### src/rtl/pc_seq_unit.sv
// Program-counter sequencer: stall, halt/resume FSM, post-redirect flush counter, link strobe, alignment check.
// Optional exception/return path (SIIC/RTI with saved epc) enabled by defining PC_EXC_EN.
module pc_seq_unit #(
  parameter int unsigned          ADDR_W     = 16,
  parameter int unsigned          INSTR_W    = 16,
  parameter int unsigned          INC        = 2,
  parameter logic [ADDR_W-1:0]    RESET_PC   = '0,
  parameter int unsigned          FLUSH_CYC  = 2,
  parameter logic [ADDR_W-1:0]    EXC_VECTOR = ADDR_W'(16'h0002)
) (
  input  logic               clk,
  input  logic               rst,
  input  logic               instr_valid,
  input  logic [INSTR_W-1:0] instr,
  input  logic [ADDR_W-1:0]  rs,
  input  logic [ADDR_W-1:0]  ext,
  input  logic               stall,
  input  logic               resume,
  output logic [ADDR_W-1:0]  instr_addr,
  output logic [ADDR_W-1:0]  pc_plus,
  output logic               link_we,
  output logic [ADDR_W-1:0]  link_addr,
  output logic               flush,
  output logic               halted,
  output logic               misalign,
  output logic [ADDR_W-1:0]  epc
);

  localparam int unsigned OP_W  = 5;
  localparam int unsigned CNT_W = 4;

  typedef enum logic {RUN, HALTED} state_e;

  state_e              state_q, state_d;
  logic [ADDR_W-1:0]   pc_q, pc_d;
  logic [CNT_W-1:0]    cnt_q, cnt_d;
  logic                link_we_q, link_we_d;
  logic [ADDR_W-1:0]   link_addr_q, link_addr_d;
  logic                misalign_q, misalign_d;
  logic [OP_W-1:0]     opcode;
  logic                taken;
  logic                link;
  logic [ADDR_W-1:0]   target;
  logic                unused_instr_bits;

  assign opcode            = instr[INSTR_W-1 -: OP_W];
  assign unused_instr_bits = ^instr[INSTR_W-OP_W-1:0];
  assign pc_plus           = pc_q + ADDR_W'(INC);

`ifdef PC_EXC_EN
  logic [ADDR_W-1:0] epc_q, epc_d;
`endif

  // Next-state: flush drain, accepted-instruction decode, halt/resume
  always_comb begin
    state_d     = state_q;
    pc_d        = pc_q;
    cnt_d       = cnt_q;
    link_we_d   = 1'b0;
    link_addr_d = link_addr_q;
    misalign_d  = 1'b0;
    taken       = 1'b0;
    link        = 1'b0;
    target      = '0;
`ifdef PC_EXC_EN
    epc_d       = epc_q;
`endif
    case (state_q)
      RUN: begin
        if (cnt_q != '0) begin
          if (!stall) begin
            pc_d  = pc_plus;
            cnt_d = cnt_q - CNT_W'(1);
          end
        end else if (instr_valid && !stall) begin
          pc_d = pc_plus;
          casez (opcode)
            5'b00000: begin
              pc_d    = pc_q;
              state_d = HALTED;
            end
            5'b011??: begin
              target = pc_plus + ext;
              case (opcode[1:0])
                2'b00:   taken = (rs == '0);
                2'b01:   taken = (rs != '0);
                2'b10:   taken = rs[ADDR_W-1];
                default: taken = !rs[ADDR_W-1];
              endcase
            end
            5'b00100: begin
              target = pc_plus + ext;
              taken  = 1'b1;
            end
            5'b00110: begin
              target = pc_plus + ext;
              taken  = 1'b1;
              link   = 1'b1;
            end
            5'b00101: begin
              target = rs + ext;
              taken  = 1'b1;
            end
            5'b00111: begin
              target = rs + ext;
              taken  = 1'b1;
              link   = 1'b1;
            end
`ifdef PC_EXC_EN
            5'b00010: begin
              epc_d = pc_plus;
              pc_d  = EXC_VECTOR;
              cnt_d = CNT_W'(FLUSH_CYC);
            end
            5'b00011: begin
              pc_d  = epc_q;
              cnt_d = CNT_W'(FLUSH_CYC);
            end
`endif
            default: ;
          endcase
          // Taken targets are forced even; an odd computed target is reported once
          if (taken) begin
            pc_d       = {target[ADDR_W-1:1], 1'b0};
            misalign_d = target[0];
            cnt_d      = CNT_W'(FLUSH_CYC);
          end
          if (link) begin
            link_we_d   = 1'b1;
            link_addr_d = pc_plus;
          end
        end
      end
      HALTED: begin
        if (resume) begin
          pc_d    = pc_plus;
          state_d = RUN;
        end
      end
      default: state_d = RUN;
    endcase
  end

  always_ff @(posedge clk) begin
    if (rst) begin
      state_q     <= RUN;
      pc_q        <= RESET_PC;
      cnt_q       <= '0;
      link_we_q   <= 1'b0;
      link_addr_q <= '0;
      misalign_q  <= 1'b0;
    end else begin
      state_q     <= state_d;
      pc_q        <= pc_d;
      cnt_q       <= cnt_d;
      link_we_q   <= link_we_d;
      link_addr_q <= link_addr_d;
      misalign_q  <= misalign_d;
    end
  end

`ifdef PC_EXC_EN
  always_ff @(posedge clk) begin
    if (rst) epc_q <= '0;
    else     epc_q <= epc_d;
  end
  assign epc = epc_q;
`else
  assign epc = '0;
`endif

  assign instr_addr = pc_q;
  assign link_we    = link_we_q;
  assign link_addr  = link_addr_q;
  assign misalign   = misalign_q;
  assign flush      = (cnt_q != '0);
  assign halted     = (state_q == HALTED);

endmodule

### config.mk
export PLATFORM = sky130hd
export DESIGN_NAME = pc_seq_unit
export DESIGN_NICKNAME = d
export VERILOG_FILES = /design/src/rtl/pc_seq_unit.sv
export SDC_FILE = /design/constraint.sdc
export NUM_CORES = 1
export LEC_CHECK = 0
export BUFFER_PORTS_ARGS = -buffer_cell sky130_fd_sc_hd__buf_2
export CELL_PAD_IN_SITES_DETAIL_PLACEMENT = 1
export CELL_PAD_IN_SITES_GLOBAL_PLACEMENT = 1
export CORE_MARGIN = 2
export CORE_UTILIZATION = 35
export CTS_CLUSTER_DIAMETER = 150
export DETAILED_ROUTE_END_ITERATION = 10
export PLACE_DENSITY = 0.9
export SYNTH_ARGS = -nofsm -noshare
export SYNTH_HDL_FRONTEND = slang
export SYNTH_SLANG_ARGS = --single-unit
### constraint.sdc
create_clock -name clk -period 3.89 [get_ports clk]
set_input_delay 0.5835 -clock clk [delete_from_list [all_inputs] [get_ports clk]]
set_output_delay 0.5835 -clock clk [all_outputs]
set_load 0.02 [all_outputs]
# ---- Word level (Yosys, flattened, before mapping)
# Index checks and enable logic that the tools add are counted.
dict set report classes {
  add_sub_neg 4
  n_eq_ne 12
  muxes 27
  bitwise_logic 4
  reduce_logical 19
}
# cell n
set op_table {}
lappend op_table {{$mux 16} 6}
lappend op_table {{$pmux 16 s2} 2}
lappend op_table {{$add 16x16->16} 2}
lappend op_table {{$eq 5x3->1 const B} 4}
lappend op_table {{$add 16x2->16 const B} 1}
lappend op_table {{$logic_not 16->1} 1}
lappend op_table {{$mux 4} 4}
lappend op_table {{$reduce_bool 16->1} 1}
lappend op_table {{$mux 1} 12}
lappend op_table {{$reduce_and 4->1} 3}
lappend op_table {{$reduce_or 4->1} 2}
lappend op_table {{$ne 3x3->1 const B} 2}
lappend op_table {{$logic_not 5->1} 1}
lappend op_table {{$reduce_or 5->1} 1}
lappend op_table {{$ne 2x2->1 const B} 2}
lappend op_table {{$ne 4x4->1 const B} 1}
lappend op_table {{$not 1->1} 4}
lappend op_table {{$pmux 1 s2} 2}
lappend op_table {{$reduce_bool 2->1} 2}
lappend op_table {{$reduce_bool 4->1} 1}
lappend op_table {{$reduce_or 2->1} 2}
lappend op_table {{$sub 4x1->4 const B} 1}
lappend op_table {{$eq 3x2->1 const B} 1}
lappend op_table {{$pmux 1 s3} 1}
lappend op_table {{other kinds (6)} 7}
dict set report word_totals {
  register_bits 39
  inputBits 53
  elab_cells 72
}

# ---- Longest topological paths before layout
dict set report logic_depth {
  depth_word 10
  mapped_depth 13
}

# ---- Worst setup path before layout
# Ideal clock, no wire load.
dict set report synth_timing {
  path_type {in2reg}
  start {input instr[14]}
  end {register pc_q[11], in the netlist instr_addr[11]}
  t_arrival_ps 3015
  required_ps 3799
  path_slack_ps 784
  cell_stages 13
  cell_sequence {nor3b_1 nand2_1 clkbuf_1 clkbuf_1 nor2_1 a21oi_1 ha_1 o211a_1 a211oi_1 a211o_1 a21oi_1 nand3b_1 a311oi_1}
}
dict set report synth_between {
  elab_chain_cells 10
  elab_cells_between_ends 20
  classes_between {6 x eq/ne; 9 x mux; 5 x reduce/logical}
}
# element line_no
set synth_rtl {}
lappend synth_rtl {{from (decl)} 14} ;# input logic [INSTR_W-1:0] instr,
lappend synth_rtl {{$eq 5x3->1} 77} ;# casez (opcode)
lappend synth_rtl {{$reduce_or 4->1 (no line)} n/a}
lappend synth_rtl {{$pmux 1 s2} 77}
lappend synth_rtl {{$mux 1} 75} ;# end else if (instr_valid && !stall) begin
lappend synth_rtl {{$mux 1} 70} ;# if (cnt_q != '0) begin
lappend synth_rtl {{$mux 1} 68} ;# case (state_q)
lappend synth_rtl {{$mux 16} 123} ;# if (taken) begin
lappend synth_rtl {{$mux 16} 75}
lappend synth_rtl {{$mux 16} 70}
lappend synth_rtl {{$pmux 16 s2} 68}
lappend synth_rtl {{to (signal assigned)} 154} ;# pc_q <= pc_d;
lappend synth_rtl {{to (decl)} 35} ;# logic [ADDR_W-1:0] pc_q, pc_d;
# Several ways; a longest one is shown, not always the timed one. The select of a mux whose other input is x is not followed.
# A chain may end at the register's enable or synchronous reset.

# ---- Final worst setup path
dict set report layout_timing {
  start {register pc_q[1], in the netlist instr_addr[1]}
  end {register pc_q[14], in the netlist instr_addr[14]}
}
dict set report layout_between {
  elab_chain_cells 7
  elab_cells_between_ends 10
  classes_between {2 x add/sub; 8 x mux}
}
# element line_no
set layout_rtl {}
lappend layout_rtl {{$add 16x2->16 *} 48} ;# assign pc_plus = pc_q + ADDR_W'(INC);
lappend layout_rtl {{$add 16x16->16} {83, 92, 96}}
lappend layout_rtl {{$pmux 16 s2} 77}
lappend layout_rtl {{$mux 16} 123}
lappend layout_rtl {{$mux 16} 75}
lappend layout_rtl {{$mux 16} 70}
lappend layout_rtl {{$pmux 16 s2 *} 68}
# Mark *: on every way between the ends. The rest lies on a longest branch, timed or not. The select of a mux whose other input is x is not followed.

==> summary.txt <==
Power and ir drop
  – Power Density: 514.0 mW/mm2
  – Static leakage: 1.732 nW
  – Power after layout: 1.884 mW
  – Internal: 1.043 mW
  – Total net switching power: 0.8413 mW
  – Switching Fraction: 0.4465
  – Combinational share of power: 0.523
  – Max IR drop VDD: 0.1461 mV
  – Clock share of power: 0.211
  – Sequential power share: 0.266

Cells and area
  – Final core occ: 0.4245
  – Final Cell Area: 0.003666 mm2
  – Nets: 557
  – ANT cells: 0
  – Share of cells above drive strength 1: 0.2257
  – # fillers: 1108
  – Most frequent cells in the layout: buf_2, nor2_1, dfxtp_1
  – Area Growth Syn to Fin: 19.30%
  – Most common cell after layout, fill and taps aside: buf_2
  – Fin cells: 591

Clock tree
  – Setup bufs post-CTS: 0
  – Clk sinks: 37
  – H-tree Lvls: 2
  – CTS Root Cell: clkbuf_8
  – Reg clk slew, reported paths: 0.08 ns
  – CTS Buf Count: 5
  – CTS-repair resized insts: 0
  – CTS Hold Bufs: 0
  – CTS tree: yes
  – Worst-Skew Late Latency: 0.30 ns
  – Clock Tree Buf Depth: 2

Setup path
  – Worst-path fanout max: 8
  – Worst path most repeated cell: nand2_1
  – Critical Setup Path Class: flip-flop to flip-flop
  – R2R cell count: 13
  – Crit. End Element: flip-flop
  – CP cell instances: ha_1 > nand2_1 > nor2_1 > nand2_1 > xor2_1 > a21oi_1 > ha_1 > nand2_1 > nor2_1 > a311o_1 > o211ai_1 > a211o_1 > a21oi_1
  – CP max-delay cell: dfxtp_1
  – CP required: 4.11 ns
  – Max incr delay on CP: 0.47 ns
  – CP Data Arrival Time: 3.73 ns
  – Critical Path Source Type: flip-flop

STA
  – WHS: 0.4857 ns
  – Clk_skew: 0.007882 ns
  – RSZ-0062 raised after global routing: false
  – Max_slew headroom: 0.2713
  – Final worst slack: 0.3864 ns
  – Fmax: 285.4 MHz
  – Fin. max-slew vios: 0
  – Tcrit/Tclk final: 0.9007
  – Setup violators final: 0
  – Clock period minus worst slack: 3.504 ns
  – Setup TNS: 0 ns
  – Pin slew with the least headroom to its limit: 1.093 ns
  – Final Hold Viols: 0

Floorplan
  – Core area: 0.008636 mm2
  – Die Area: 0.009545 mm2
  – Die Span X: 97.70 um
  – Initial Util: 0.3558
  – Die Ht: 97.70 um
  – Ports: 121
  – FP Rows: 34

Yosys
  – Async SR Flop Fraction: 0
  – FF+latch count, synth: 37
  – Seq/Total Area, Yosys: 0.2410
  – EDFF count, synth: 0
  – Mapped Avg Cell Area: 7.702 um2
  – Largest family of logic cells by synthesized area: simple AND/OR/NAND/NOR gates
  – Syn Std Cell Area: 0.003073 mm2
  – Main synth FF type: dfxtp_1
  – Total of warnings raised by yosys: 0
  – Post-Synth Simple-Gate Area: 0.2321
  – Proportion of synthesized area in mux cells: 0.03827
  – Post-synth cell types: 55
  – Post-Synth Adder-Cell Area: 0.09202
  – Xor/xnor share of the synthesized area: 0.06840
  – Post-synthesis cell count: 399
  – Synth Area in Compound Gates: 0.2260

Placement
  – Dpl ws: 0.4188 ns
  – Placed Cells incl. Taps: 583
  – Port buffer count: 90
  – Final HPWL DP: 8.040 mm
  – Dpl cell area: 0.003532 mm2
  – RePlAce Congestion: 0.8476

Min path
  – Hold Path Depth: 2
  – Hold Crit Class: input pin to flip-flop

Drt
  – Vias per std cell: 5.489
  – DRC: 0
  – DR iter-0 viols: 125
  – DR vias: 3244
  – TritonRoute pass-1 iters: 4
  – Routed Antenna Nets: 0
  – Wire per inst: 16.74 um
  – Total wire length: 9.896 mm

Job
  – Max_cap viols: 0

Status
  – Outcome: finished, final reports clean

Global routing
  – Gr usage total: 0.2025
  – First-pass GRT wire length: 15.91 mm
  – Initial antenna violation count: 0
  – Vias in the first global route: 3256
  – Largest net degree at the start of global routing: 35
  – GRT overflow: 0
worst max-delay path, delay by kind of cell (launching register included):
family | cells | cell delay [ns]
AND/OR/NAND/NOR | 5 | 0.89
XOR/XNOR | 1 | 0.42
flip-flops | 1 | 0.47
adder cells (fa/ha/maj) | 2 | 0.73
AO/OA/AOI/OAI | 5 | 0.91
registers in the layout, summed over array words and instances (netlist names):
signal / cells
link_addr: 15
halted: 1
instr_addr: 15
misalign: 1
link_we: 1
cnt_q: 4
power by group through the flow:
stage | Clock [mW] | Sequential (mW) | Combinational [mW]
floorplan | 0 | 0.535 | 0.675
global placement | 0 | 0.500 | 0.931
global route | 0.418 | 0.510 | 1.09
CTS | 0.401 | 0.499 | 0.982
detailed placement | 0 | 0.507 | 0.974
finish | 0.397 | 0.501 | 0.986
area by class of cell:
cell class	instances	area [um2]	area share
Inverter	27	101.3	0.02764
Timing Repair Buffer	92	465.4	0.1270
Clock buffer	5	68.82	0.01877
Sequential cell	37	740.7	0.2020
Tap cell	108	135.1	0.03686
Multi-Input combinational cell	319	2090	0.5700
Clock inverter	3	65.06	0.01775
Yosys cell counts, types with 2 or more instances:
cell | count | area share
o211a_1 | 2 | 0.0065
and3_1 | 8 | 0.016
nand4_1 | 6 | 0.012
or2_2 | 2 | 0.0041
nor3b_1 | 3 | 0.0073
ha_1 | 21 | 0.086
xnor2_1 | 15 | 0.043
nand2_1 | 22 | 0.027
o32ai_1 | 3 | 0.0086
nor4_1 | 8 | 0.016
mux2i_1 | 8 | 0.026
a311o_1 | 2 | 0.0065
a211o_1 | 3 | 0.0086
a32oi_1 | 2 | 0.0057
nor2_1 | 53 | 0.065
nand3b_1 | 4 | 0.0098
nand3_1 | 16 | 0.026
o41ai_1 | 2 | 0.0057
dfxtp_1 | 37 | 0.24
nor2b_1 | 2 | 0.0041
inv_1 | 27 | 0.033
mux2_2 | 2 | 0.0073
buf_2 | 2 | 0.0033
and2_1 | 3 | 0.0061
o21ai_0 | 8 | 0.013
nand2b_1 | 4 | 0.0081
or4_1 | 2 | 0.0049
a21o_1 | 3 | 0.0073
o211ai_1 | 2 | 0.0049
a221oi_1 | 2 | 0.0057
a211oi_1 | 22 | 0.054
a311oi_1 | 4 | 0.011
and4_1 | 2 | 0.0057
a31oi_1 | 4 | 0.0081
nor3_1 | 5 | 0.0081
buf_4 | 19 | 0.046
o21a_1 | 4 | 0.0098
a21oi_1 | 29 | 0.047
xor2_1 | 9 | 0.026
clkbuf_1 | 12 | 0.015
routing by layer:
metal | GRT usage | vias to the layer above | wire (um)
met2 | 0.3448 | 98 | 4639
met1 | 0.2607 | 1553 | 4535
met4 | 0.07585 | 0 | 281
li1 | - | 1574 | -
met5 | 0 | - | 0
met3 | 0.02806 | 19 | 439
cell families after synthesis:
group | after synthesis
flops | 37
compound gates | 99
simple gates | 144
xor+xnor | 24
buf+inv | 61
mux | 11
other cells | 1
fa+ha+maj | 22
path summary, 6_finish.rpt:
path / from / slack [ns] / endpoint
max: instr_addr[1] / 0.39 / instr_addr[14]
min: stall / 0.49 / misalign
max reg2reg: instr_addr[1] / 0.39 / instr_addr[14]
min reg2reg: link_addr[9] / 0.50 / link_addr[9]
(Power assumes the default switching activity.)
